### config.mk
export PLATFORM = sky130hd
export DESIGN_NAME = mem_responder
export DESIGN_NICKNAME = d
export VERILOG_FILES = /design/src/rtl/mem_responder_pkg.sv /design/src/rtl/mem_array.sv /design/src/rtl/mem_responder.sv
export SDC_FILE = /design/constraint.sdc
export NUM_CORES = 1
export LEC_CHECK = 0
export ABC_AREA = 1
export CAP_MARGIN = 20
export CORE_ASPECT_RATIO = 1.5
export CORE_MARGIN = 8
export CORE_UTILIZATION = 51
export CTS_CLUSTER_DIAMETER = 120
export DETAILED_ROUTE_END_ITERATION = 16
export GPL_TIMING_DRIVEN = 0
export PLACE_DENSITY = 0.8
export SLEW_MARGIN = 20
export SYNTH_ARGS = -nofsm -noshare
export SYNTH_HDL_FRONTEND = slang
export SYNTH_SLANG_ARGS = --single-unit
### constraint.sdc
create_clock -name clk -period 6 [get_ports clk]
set_input_delay 0.9 -clock clk [delete_from_list [all_inputs] [get_ports clk]]
set_output_delay 0.9 -clock clk [all_outputs]
set_load 0.05 [all_outputs]
### src/rtl/mem_responder_pkg.sv
// Shared interface codes, widths and responder state encoding for the memory responder.
package mem_responder_pkg;

    localparam int unsigned IOSTATEWIDTH = 2;
    localparam int unsigned ADDRWIDTH    = 8;
    localparam int unsigned WORDWIDTH    = 8;

    // Request codes on rwToMem; 2'b11 is the illegal fourth code.
    localparam logic [IOSTATEWIDTH-1:0] IDEL = 2'b00;
    localparam logic [IOSTATEWIDTH-1:0] RD   = 2'b01;
    localparam logic [IOSTATEWIDTH-1:0] WT   = 2'b10;
    localparam logic [IOSTATEWIDTH-1:0] ILL  = 2'b11;

    localparam int unsigned RSP_STATEWIDTH = 2;

    typedef enum logic [RSP_STATEWIDTH-1:0] {
        RSP_IDLE = 2'b00,
        RSP_WAIT = 2'b01,
        RSP_ACK  = 2'b10
    } rsp_state_e;

endpackage

### src/rtl/mem_array.sv
// Word storage with a synchronous write port and a combinational, range-checked read port.
module mem_array
    import mem_responder_pkg::*;
#(
    parameter int unsigned DEPTH = 16
) (
    input  logic                 clk_i,
    input  logic                 we_i,
    input  logic [ADDRWIDTH-1:0] addr_i,
    input  logic [WORDWIDTH-1:0] wdata_i,
    output logic [WORDWIDTH-1:0] rdata_o,
    output logic                 in_range_o
);

    localparam int unsigned IdxW = (DEPTH > 1) ? $clog2(DEPTH) : 1;

    logic [WORDWIDTH-1:0] mem_q [DEPTH];
    logic [IdxW-1:0]      idx;

    assign in_range_o = (32'(addr_i) < DEPTH);
    assign idx        = addr_i[IdxW-1:0];

    // Contents are deliberately not reset.
    always_ff @(posedge clk_i) begin
        if (we_i && in_range_o) begin
            mem_q[idx] <= wdata_i;
        end
    end

    assign rdata_o = in_range_o ? mem_q[idx] : '0;

endmodule

### src/rtl/mem_responder.sv
// Memory-side responder: captures one request, waits LATENCY cycles, then holds the
// completion enable until the requester returns to IDEL.
module mem_responder
    import mem_responder_pkg::*;
#(
    parameter int unsigned LATENCY = 3,
    parameter int unsigned DEPTH   = 16
) (
    input  logic                    clk,
    input  logic                    reset,
    input  logic [IOSTATEWIDTH-1:0] rwToMem,
    input  logic [ADDRWIDTH-1:0]    addrToMem,
    input  logic [WORDWIDTH-1:0]    dataToMem,
    output logic                    rdEn,
    output logic                    wtEn,
    output logic [WORDWIDTH-1:0]    dataFromMem,
    output logic                    busy,
    output logic                    err
);

    if (LATENCY < 1 || LATENCY > 15) begin : g_bad_latency
        $error("mem_responder: LATENCY must be in 1..15");
    end
    if (DEPTH < 1 || DEPTH > (1 << ADDRWIDTH)) begin : g_bad_depth
        $error("mem_responder: DEPTH must be in 1..2**ADDRWIDTH");
    end

    localparam logic [3:0] LatM1 = 4'(LATENCY - 1);

    rsp_state_e           state_q, state_d;
    logic [3:0]           cnt_q, cnt_d;
    logic                 is_wt_q, is_wt_d;
    logic [ADDRWIDTH-1:0] addr_q, addr_d;
    logic [WORDWIDTH-1:0] wdata_q, wdata_d;
    logic [WORDWIDTH-1:0] rdata_q, rdata_d;
    logic                 rd_en_q, rd_en_d;
    logic                 wt_en_q, wt_en_d;
    logic                 busy_q, busy_d;
    logic                 err_q, err_d;

    logic                 mem_we;
    logic [WORDWIDTH-1:0] mem_rdata;
    logic                 addr_ok;
    logic                 req_valid;

    assign req_valid = (rwToMem == RD) || (rwToMem == WT);

    mem_array #(
        .DEPTH(DEPTH)
    ) u_mem_array (
        .clk_i     (clk),
        .we_i      (mem_we),
        .addr_i    (addr_q),
        .wdata_i   (wdata_q),
        .rdata_o   (mem_rdata),
        .in_range_o(addr_ok)
    );

    always_ff @(posedge clk or negedge reset) begin
        if (!reset) begin
            state_q <= RSP_IDLE;
            cnt_q   <= '0;
            is_wt_q <= 1'b0;
            addr_q  <= '0;
            wdata_q <= '0;
            rdata_q <= '0;
            rd_en_q <= 1'b0;
            wt_en_q <= 1'b0;
            busy_q  <= 1'b0;
            err_q   <= 1'b0;
        end else begin
            state_q <= state_d;
            cnt_q   <= cnt_d;
            is_wt_q <= is_wt_d;
            addr_q  <= addr_d;
            wdata_q <= wdata_d;
            rdata_q <= rdata_d;
            rd_en_q <= rd_en_d;
            wt_en_q <= wt_en_d;
            busy_q  <= busy_d;
            err_q   <= err_d;
        end
    end

    always_comb begin
        state_d = state_q;
        unique case (state_q)
            RSP_IDLE: if (req_valid) state_d = RSP_WAIT;
            RSP_WAIT: begin
                if (rwToMem == IDEL) begin
                    state_d = RSP_IDLE;
                end else if (cnt_q == '0) begin
                    state_d = RSP_ACK;
                end
            end
            RSP_ACK:  if (rwToMem == IDEL) state_d = RSP_IDLE;
            default:  state_d = RSP_IDLE;
        endcase
    end

    always_comb begin
        cnt_d   = cnt_q;
        is_wt_d = is_wt_q;
        addr_d  = addr_q;
        wdata_d = wdata_q;
        rdata_d = rdata_q;
        rd_en_d = rd_en_q;
        wt_en_d = wt_en_q;
        err_d   = err_q;
        mem_we  = 1'b0;
        busy_d  = (state_d != RSP_IDLE);
        unique case (state_q)
            RSP_IDLE: begin
                if (req_valid) begin
                    is_wt_d = (rwToMem == WT);
                    addr_d  = addrToMem;
                    wdata_d = dataToMem;
                    cnt_d   = LatM1;
                end else if (rwToMem == ILL) begin
                    err_d = 1'b1;
                end
            end
            RSP_WAIT: begin
                if (rwToMem != IDEL) begin
                    if (cnt_q != '0) begin
                        cnt_d = cnt_q - 4'd1;
                    end else begin
                        // Access uses only the latched request; live inputs are ignored here.
                        if (is_wt_q) begin
                            mem_we  = 1'b1;
                            wt_en_d = 1'b1;
                        end else begin
                            rd_en_d = 1'b1;
                            rdata_d = mem_rdata;
                        end
                        if (!addr_ok) err_d = 1'b1;
                    end
                end
            end
            RSP_ACK: begin
                if (rwToMem == IDEL) begin
                    rd_en_d = 1'b0;
                    wt_en_d = 1'b0;
                end
            end
            default: ;
        endcase
    end

    assign rdEn        = rd_en_q;
    assign wtEn        = wt_en_q;
    assign dataFromMem = rdata_q;
    assign busy        = busy_q;
    assign err         = err_q;

endmodule

* Word-level counts from Yosys, hierarchy flattened
Memories as Yosys holds them, arrays and structs flattened.
Cells that the tools add are included.
** Cells by class
- Bitwise operators :: 2
- Reduce and logical (&&, ||, !) cells :: 16
- $lt $le $gt $ge :: 1
- $add $sub $neg :: 1
- Equal/unequal tests :: 15
- Multiplexer cells :: 31
- Divide/modulo/power cells :: 0
- Shift operators :: 0
- Multiply operators :: 0
** Operators by type and width (number)
- 2-bit != test, second input constant :: 10
- 1-bit 2-to-1 mux :: 18
- 4-bit 2-to-1 mux :: 3
- 5-bit AND reduction :: 2
- 8-bit by 5-bit less-than comparator with 1-bit output, second input constant :: 1
- 2-bit 2-to-1 mux :: 4
- 8-bit 2-to-1 mux :: 1
- 4-bit case mux with 2 select lines :: 1
- 4-bit AND reduction :: 2
- 2-bit nonzero test :: 4
- 2-bit equality test, second input constant :: 3
- 1-bit case mux with 2 select lines :: 3
- 2-bit case mux with 3 select lines :: 1
- 6-bit AND reduction :: 1
- 2-bit by 1-bit equality test with 1-bit output, second input constant :: 2
- 2-bit zero test :: 2
- 4-bit zero test :: 1
- 4-bit nonzero test :: 1
- 4-bit by 1-bit subtractor with 4-bit output, second input constant :: 1
- 1-bit inverter :: 2
- 2-bit AND reduction :: 1
- 1-bit logical AND :: 1
- 1-bit logical OR :: 1
** Word-level totals
- Input port bits :: 20
- Memories :: 1
- Register bits after elaboration :: 35
- Logic and storage cells :: 77
- Bits in writable memories :: 128
- Latch bits :: 0
- Bits in read-only memories :: 0
** Memories
- u_mem_array.mem_q :: depth 16, bits a word 8, read ports 1, clocked after Yosys merged registers in 0, write ports 1, line mem_array.sv:17 : logic [WORDWIDTH-1:0] mem_q [DEPTH];

* Longest topological paths before layout
Gate-level depths: netlist of the first run.
- Word-level depth :: 7
- Gate-level depth with buffers :: 11
- Depth with buffers taken out :: 10

* Hierarchy
Synthesis of the first run repeated with hierarchy kept, for this count alone.
** Unflattened totals
- Cells, all modules :: 717
- Area total of the unflattened synthesis :: 6989.2 um2
** Modules (own cells, without submodules)
- mem_array :: times used 1, area an instance 5421.4 um2, cells an instance 538
- mem_responder :: times used 1, area an instance 1567.8 um2, cells an instance 179

* Worst setup path before layout of the first run
OpenSTA, ideal clock, no wires.
- Path type :: input-to-reg
- Start point :: input port rwToMem[0]
- End point :: memory u_mem_array.mem_q[12][0], enable pin
- Arrival :: 2.166 ns
- Library setup time :: 0.370 ns
- Setup slack :: 3.464 ns
- Stages on the path :: 7
- Buffers on the path :: 0
- Cells stage by stage :: inv_1 ha_1 inv_1 nand3_4 nor3_4 nand3_1 nor2_1
** Between the ends
- Longest elaborated chain between the ends :: 6
** RTL lines
- start, declared :: line mem_responder.sv:11 : input logic [IOSTATEWIDTH-1:0] rwToMem,
- 2-bit nonzero test :: line mem_responder.sv:124 : if (rwToMem != IDEL) begin
- 1-bit 2-to-1 mux :: line mem_responder.sv:124
- 1-bit 2-to-1 mux :: line mem_responder.sv:112 : unique case (state_q)
- 1-bit logical AND :: line mem_array.sv:25 : if (we_i && in_range_o) begin
- 1-bit 2-to-1 mux :: line mem_array.sv:25
- 1-bit 2-to-1 mux (implied by the code) :: line mem_array.sv:26 : mem_q[idx] <= wdata_i;
- end, declared :: line mem_array.sv:17
No other way between the ends.

* Final worst setup path of the first run
- Start point :: input port rwToMem[0]
- End point :: memory u_mem_array.mem_q[13][2], enable pin
The elaborated chain is that of the path after synthesis.

==> reports/results.tsv, run 1 <==
metric	value	unit
synth_seq_cells	163	
drt-total-wl	14820	um
placed_cells	858	
cts_hold_buf	0	
rsz0062_at_grt	false	
synth_top_family_by_area	simple AND/OR/NAND/NOR gates	
final_antenna_net_count	0	
groute.usage.overall	17.65	%
synthesis.nets	689	
fmax	315.6	MHz
synthesis.area	0.006879	mm^2
layout_commonest_cell	nand2_1	
cap_violations	0	
period_needed	3.168	ns
area_growth	15.31	%
setup_violations	0	
synth.area.mux_share	1.964	%
timing.rr.start	cnt_q[0]	
synthXorXnorAreaFrac	0	%
power	0.003708	W
first_iter_violations	439	
cp-start-kind	input port	
die_w	110.8	um
cp_slowest_cell	nor2_1	
io_pins	32	
start_util	51.58	%
synth_area_per_cell	10.36	um^2
ir_drop	0.3388	mV
critPathMaxFanout	8	
p_per_area	467.4	mW/mm^2
fp.dieArea	0.01754	mm^2
seq_area	0.004720	mm^2
slew_viol_final	0	
finalHoldViolations	0	
ys_types	26	
avgViaCountPerCell	5.370	
criticalPathCategory	input port to flop	
status	finished clean	
yosys.area_share.simple	23.66	%
dp_hpwl	10110	um
fin_tns_setup	0	ns
diodes	0	
place_congestion	0.8836	
grt_pass1_vias	4755	
portBuffers	31	
finalCritPeriodShare	52.81	%
wl_per_cell	16.65	um
crit_arrival	3.21	ns
clk_pin_slew	0.06	ns
synth_warnings	0	
synth_fa_ha_area_share	0.9094	%
skew	0.006442	ns
worst_pin_slew	0.8159	ns
finish.net_count	740	
cp-end-kind	flop	
reg2regPathDepth	8	
path_cells	clkdlybuf4s50_1 > inv_1 > ha_1 > inv_1 > nand3_4 > nor3_4 > nand3_1 > nor2_1	
clock_latency	0.42	ns
grt_pass1_wl	24270	um
post-route-drc-count	0	
utilization	59.47	%
cts_setup_buffers	0	
max-slew-margin-rel	45.40	%
rows	52	
num-fill-cells	1018	
final_cell_mix	367 x nand2_1, 128 x edfxtp_1, 35 x dfrtp_1, 30 x clkdlybuf4s50_1, 29 x nor2_1	
hp-class	input port to asynchronous set/reset pin	
stdcell_count	890	
core-area	0.01334	mm^2
cp_common_cell	inv_1	
vias	4779	
synth-compound-area-share	1.946	%
drt-pass1-iter-count	6	
root_buffer	clkbuf_16	
ys_seq_area_share	68.61	%
h-tree-depth	4	
r2r-end	u_mem_array.mem_q[13][2]	
multiInputGateArea	0.001959	mm^2
leakage	3.399	nW
setup.worst_path.end	u_mem_array.mem_q[13][2]	
cts-buffers-inserted	17	
cts_tree	yes	
cts.repair.resized	0	
antenna_found_initial	0	
grt_max_degree	32	
die_h	158.2	um
final_layout_size_suffix_gt1_share	9.890	%
numClockSinks	163	
clock_path_buffers	2	
r2r_slack	3.28	ns
critPathRequiredTime	6.05	ns
slowest_delay	0.69	ns
syn-instance-count	664	
grt-ovfl-total	0	
cp-startpoint	rwToMem[0]	
==> critical path, delay by kind of cell <==
kind	cells	cell delay, ns
fa+ha+maj	1	0.24
simple gates	4	1.32
buf+inv	3	0.74
==> stage by stage <==
step / setup WS (ns) / area, um^2 / hold WS, ns
6_report: 2.832 / 7933 / 0.2911
5_1_grt: 2.670 / 7933 / 0.2830
4_1_cts: 2.872 / 7933 / 0.2805
3_5_place_dp: 2.436 / 7407 / 0.4565
3_3_place_gp: 2.550 / 7392 / 0.4584
2_1_floorplan: 3.464 / 6879 / 0.4802
==> power breakdown <==
group          internal [W]  switching, W  leakage (nW)  total (W)
clock network      0.000545      0.000410         0.245   0.000956
registers           0.00145      0.000211          1.57    0.00166
logic              0.000342      0.000750          1.58    0.00109
total               0.00234       0.00137          3.40    0.00371
==> logic make-up after synthesis <==
| logic type | after synthesis |
|---|---|
| and+or+nand+nor | 413 |
| DFF | 163 |
| buffers and inverters | 46 |
| AOI/OAI and AO/OA | 25 |
| muxes | 12 |
| adders and majority gates | 5 |
==> synth_stat cells <==
library cell	count	area [um^2]
nor2_4	2	22.52
a22oi_1	1	7.510
a21oi_1	9	45.04
buf_2	19	95.09
and3_2	1	7.510
nand4_4	1	21.27
dfrtp_1	35	875.8
nand3_4	1	17.52
buf_4	1	7.510
nor2_1	29	108.9
inv_2	3	11.26
clkbuf_1	3	11.26
nand2_2	1	6.260
nand3_1	9	45.04
a31oi_1	1	6.260
o21ai_1	8	40.04
ha_1	5	62.56
nor3_4	1	16.27
o21ai_0	5	25.02
a41o_1	1	10.01
nand2_1	367	1378
clkinv_1	2	7.510
mux2_2	12	135.1
inv_1	18	67.56
edfxtp_1	128	3844
nor3_1	1	5.000
==> worst min-delay path by stage <==
stage | startpoint | endpoint | slack, ns | cells past startpoint
CTS | reset | state_q[0] | 0.28 | 1
detailed placement | err | err | 0.46 | 1
global placement | err | err | 0.46 | 1
floorplan | addr_q[4] | addr_q[4] | 0.48 | 1
global route | reset | state_q[0] | 0.28 | 1
finish | reset | state_q[0] | 0.29 | 1
==> state kept, by name (all words and copies together), names as in the netlist <==
| register | flops |
|---|---|
| u_mem_array.mem_q | 128 |
| addr_q | 8 |
| dataFromMem | 8 |
| wdata_q | 8 |
| cnt_q | 4 |
| state_q | 2 |
| busy | 1 |
| err | 1 |
| is_wt_q | 1 |
| rdEn | 1 |
| wtEn | 1 |
==> layer usage <==
metal | up-vias | global-route usage (%) | share of wire (%)
li1 | 2261 | - | -
met1 | 2219 | 18.76 | 37
met2 | 258 | 32.09 | 52
met3 | 41 | 4.589 | 7.4
met4 | 0 | 8.010 | 2.9
met5 | - | 0 | 0
==> area by class of cell <==
| type | count | area share [%] |
|---|---|---|
| plain buffers | 23 | 1.435 |
| clock buffers | 22 | 5.852 |
| clock inverters | 10 | 0.7729 |
| inverters | 23 | 1.088 |
| multi-input cells | 455 | 24.70 |
| flip-flops and latches | 163 | 59.50 |
| well taps | 162 | 2.555 |
| repair buffers | 32 | 4.101 |
No activity file was read; power rests on OpenSTA's default activity.
==> inputs of run 2 (changes only) <==
--- a/config.mk
+++ b/config.mk
@@ -13,7 +13,7 @@
 export CTS_CLUSTER_DIAMETER = 120
 export DETAILED_ROUTE_END_ITERATION = 16
 export GPL_TIMING_DRIVEN = 0
-export PLACE_DENSITY = 0.8
+export PLACE_DENSITY = 0.83
 export SLEW_MARGIN = 20
 export SYNTH_ARGS = -nofsm -noshare
 export SYNTH_HDL_FRONTEND = slang
==> constraint.sdc (replaced) <==
create_clock -name clk -period 2.6 [get_ports clk]
set_input_delay 0.39 -clock clk [delete_from_list [all_inputs] [get_ports clk]]
set_output_delay 0.39 -clock clk [all_outputs]
set_load 0.05 [all_outputs]
==> run 2 against run 1 <==
Against the previous run: the run now ends with setup timing left; via count fell by 1.0%; critical path depth unchanged; power grew 140%; flip-flop and latch count unchanged; routed wire length fell by 1.6%; worst setup slack got worse by 2.8 ns; cell area grew 1.3%; cell count up 0.11%; global-route usage decreased by 0.34 points; largest cell class unchanged; count of clock-buffer cells in the layout fell by 4.
==> reports/results.tsv, run 2 (synthesis gave the netlist of run 1 again) <==
metric	value	unit	change
slew_viol_final	0		unchanged
cp_common_cell	inv_1		
seq_power_share	43.1	%	-1.7 points
final_layout_size_suffix_gt1_share	11.25	%	+1.4 points
utilization	60.23	%	+0.76 points
finalHoldViolations	0		unchanged
dp_hpwl	9565	um	-5.4%
cts_tree	yes		
clk_pin_slew	0.07	ns	about the same
wl_per_cell	16.37	um	-1.7%
num-fill-cells	985		-3.2%
grt_pass1_wl	23510	um	-3.2%
worst_pin_slew	0.8099	ns	-0.005993 ns
setup_violations	8		+8
final_cell_mix	367 x nand2_1, 128 x edfxtp_1, 35 x dfrtp_1, 30 x clkdlybuf4s50_1, 23 x nor2_1		
clock_path_buffers	2		unchanged
clock_latency	0.43	ns	about the same
groute.usage.overall	17.31	%	-0.34 points
multiInputGateArea	0.001974	mm^2	+0.77%
grt-ovfl-total	0		unchanged
core-area	0.01334	mm^2	unchanged
fin_area	0.008034	mm^2	+1.3%
numClockSinks	163		unchanged
criticalPathCategory	input port to flop		
critPathRequiredTime	2.65	ns	-3.40 ns
violations	setup timing		
rsz0062_at_grt	true		
io_pins	32		unchanged
drt-total-wl	14590	um	-1.6%
layout_commonest_cell	nand2_1		
finish.net_count	741		+0.14%
cap_violations	0		unchanged
cp-end-kind	flop		
place_congestion	0.8845		+0.10%
vias	4731		-1.0%
start_util	51.58	%	unchanged
path_cells	clkdlybuf4s50_1 > inv_1 > ha_1 > inv_1 > nand3_4 > nor3_4 > nand3_1 > nor2_1		
switching_share	36.72	%	-0.24 points
slowest_delay	0.68	ns	about the same
stdcell_count	891		+0.11%
crit_arrival	2.67	ns	-0.54 ns
placed_cells	858		unchanged
critPathMaxFanout	8		unchanged
portBuffers	31		unchanged
drt-pass1-iter-count	6		unchanged
dpl_cell_area	0.007415	mm^2	+0.10%
hold_slack	0.4484	ns	+0.1573 ns
cts-buffers-inserted	17		unchanged
area_growth	16.79	%	
fp.dieArea	0.01754	mm^2	unchanged
grt_pass1_vias	4718		-0.78%
p_comb_share	28.9	%	-0.5 points
fmax	382.1	MHz	
period_needed	2.617	ns	
cts_setup_buffers	0		unchanged
final_antenna_net_count	0		unchanged
die_w	110.8	um	unchanged
cp-start-kind	input port		
post-route-drc-count	0		unchanged
leakage	3.441	nW	+1.2%
clkPwrFrac	28.0	%	+2.2 points
finalCritPeriodShare	100.7	%	
status	finished with violations		
cp_slowest_cell	nor2_1		
h-tree-depth	4		unchanged
rows	52		unchanged
cpLargestDelayFamily	simple AND/OR/NAND/NOR gates		
max-slew-margin-rel	45.81	%	+0.40 points
p_int	0.005585	W	+140%
largest_reg_flops	128		unchanged
hp-class	input port to asynchronous set/reset pin		
first_iter_violations	406		-7.5%
fin_ws	-0.01737	ns	-2.849 ns
path_buf_inv	3		unchanged
skew	0.007027	ns	+0.0005846 ns
power.switching	0.003241	W	+140%
grt_max_degree	21		-34%
seq_area	0.004720	mm^2	unchanged
avgViaCountPerCell	5.310		-1.1%
die_h	158.2	um	unchanged
ir_drop	0.7777	mV	+130%
root_buffer	clkbuf_16		
antenna_found_initial	0		unchanged
largest_register	u_mem_array.mem_q		
p_per_area	1099	mW/mm^2	+140%
diodes	0		unchanged
[run 2: changes by cell type in the layout (fill, tap and decap cells not counted), moves of 2 or more]
cell	previous run	this run
bufinv_16	0	2
clkbuf_1	6	3
clkinv_2	4	2
clkinv_4	0	3
inv_6	0	2
nor2_1	29	23
nor2_2	0	6
[run 2: path summary, 6_finish.rpt]
| path | from | to | slack [ns] | cells after the start |
|---|---|---|---|---|
| min in group clk | dataFromMem[4] | dataFromMem[4] | 0.48 | 2 |
| setup / recovery | rwToMem[0] | u_mem_array.mem_q[13][4] | -0.02 | 8 |
| hold / removal | reset | addr_q[2] | 0.45 | 2 |
| max in group asynchronous | reset | wdata_q[0] | 1.70 | 3 |
| setup reg to reg | cnt_q[0] | u_mem_array.mem_q[13][4] | 0.02 | 8 |
| hold reg to reg | dataFromMem[4] | dataFromMem[4] | 0.48 | 2 |
[run 2: cell type report]
cell class                 instances  area share, %
sequential                       163          58.74
multi-input combinational        455          24.58
clock buffer                      18          5.466
timing repair buffer              33          4.267
tap                              162          2.523
clock inverter                    14          1.931
buffer                            23          1.417
inverter                          23          1.075
[run 2: what timing repair did]
action                     CTS  global route
setup endpoints to repair    0            96
hold endpoints to repair    15             0
resized for setup            0             6
hold buffers                 1             0
[run 2: worst reg2reg max path, cell delays in order (launching register included)]
cell	delay, ns
dfrtp_1	0.36
inv_1	0.13
ha_1	0.17
nand3_1	0.09
inv_1	0.19
nand3_4	0.14
nor3_4	0.22
nand3_1	0.23
nor2_1	0.68
[run 2: routing by layer]
metal / wire (um) / share of wire [%] / GRT usage [%]
met1: 5589 / 38 / 18.51
met2: 7575 / 52 / 31.29
met3: 957 / 6.6 / 4.020
met4: 465 / 3.2 / 8.786
met5: 0 / 0 / 0
[run 2: stage by stage]
step / power, W / worst slack [ns] / TNS, ns
after floorplan: 0.005437 / 0.5735 / 0
after global placement: 0.006260 / -0.3639 / -33.93
after detailed placement: 0.006347 / -0.3937 / -37.41
after CTS: 0.008819 / 0.03691 / 0
after global routing: 0.009278 / -0.1722 / -6.292
final: 0.008826 / -0.01737 / -0.1240
[run 2: power groups by stage]
stage | clock (W) | combinational (W) | sequential (W)
2_1_floorplan | 0 | 0.00165 | 0.00379
3_3_place_gp | 0 | 0.00243 | 0.00383
3_5_place_dp | 0 | 0.00249 | 0.00385
4_1_cts | 0.00249 | 0.00253 | 0.00380
5_1_grt | 0.00259 | 0.00284 | 0.00385
6_report | 0.00247 | 0.00255 | 0.00381
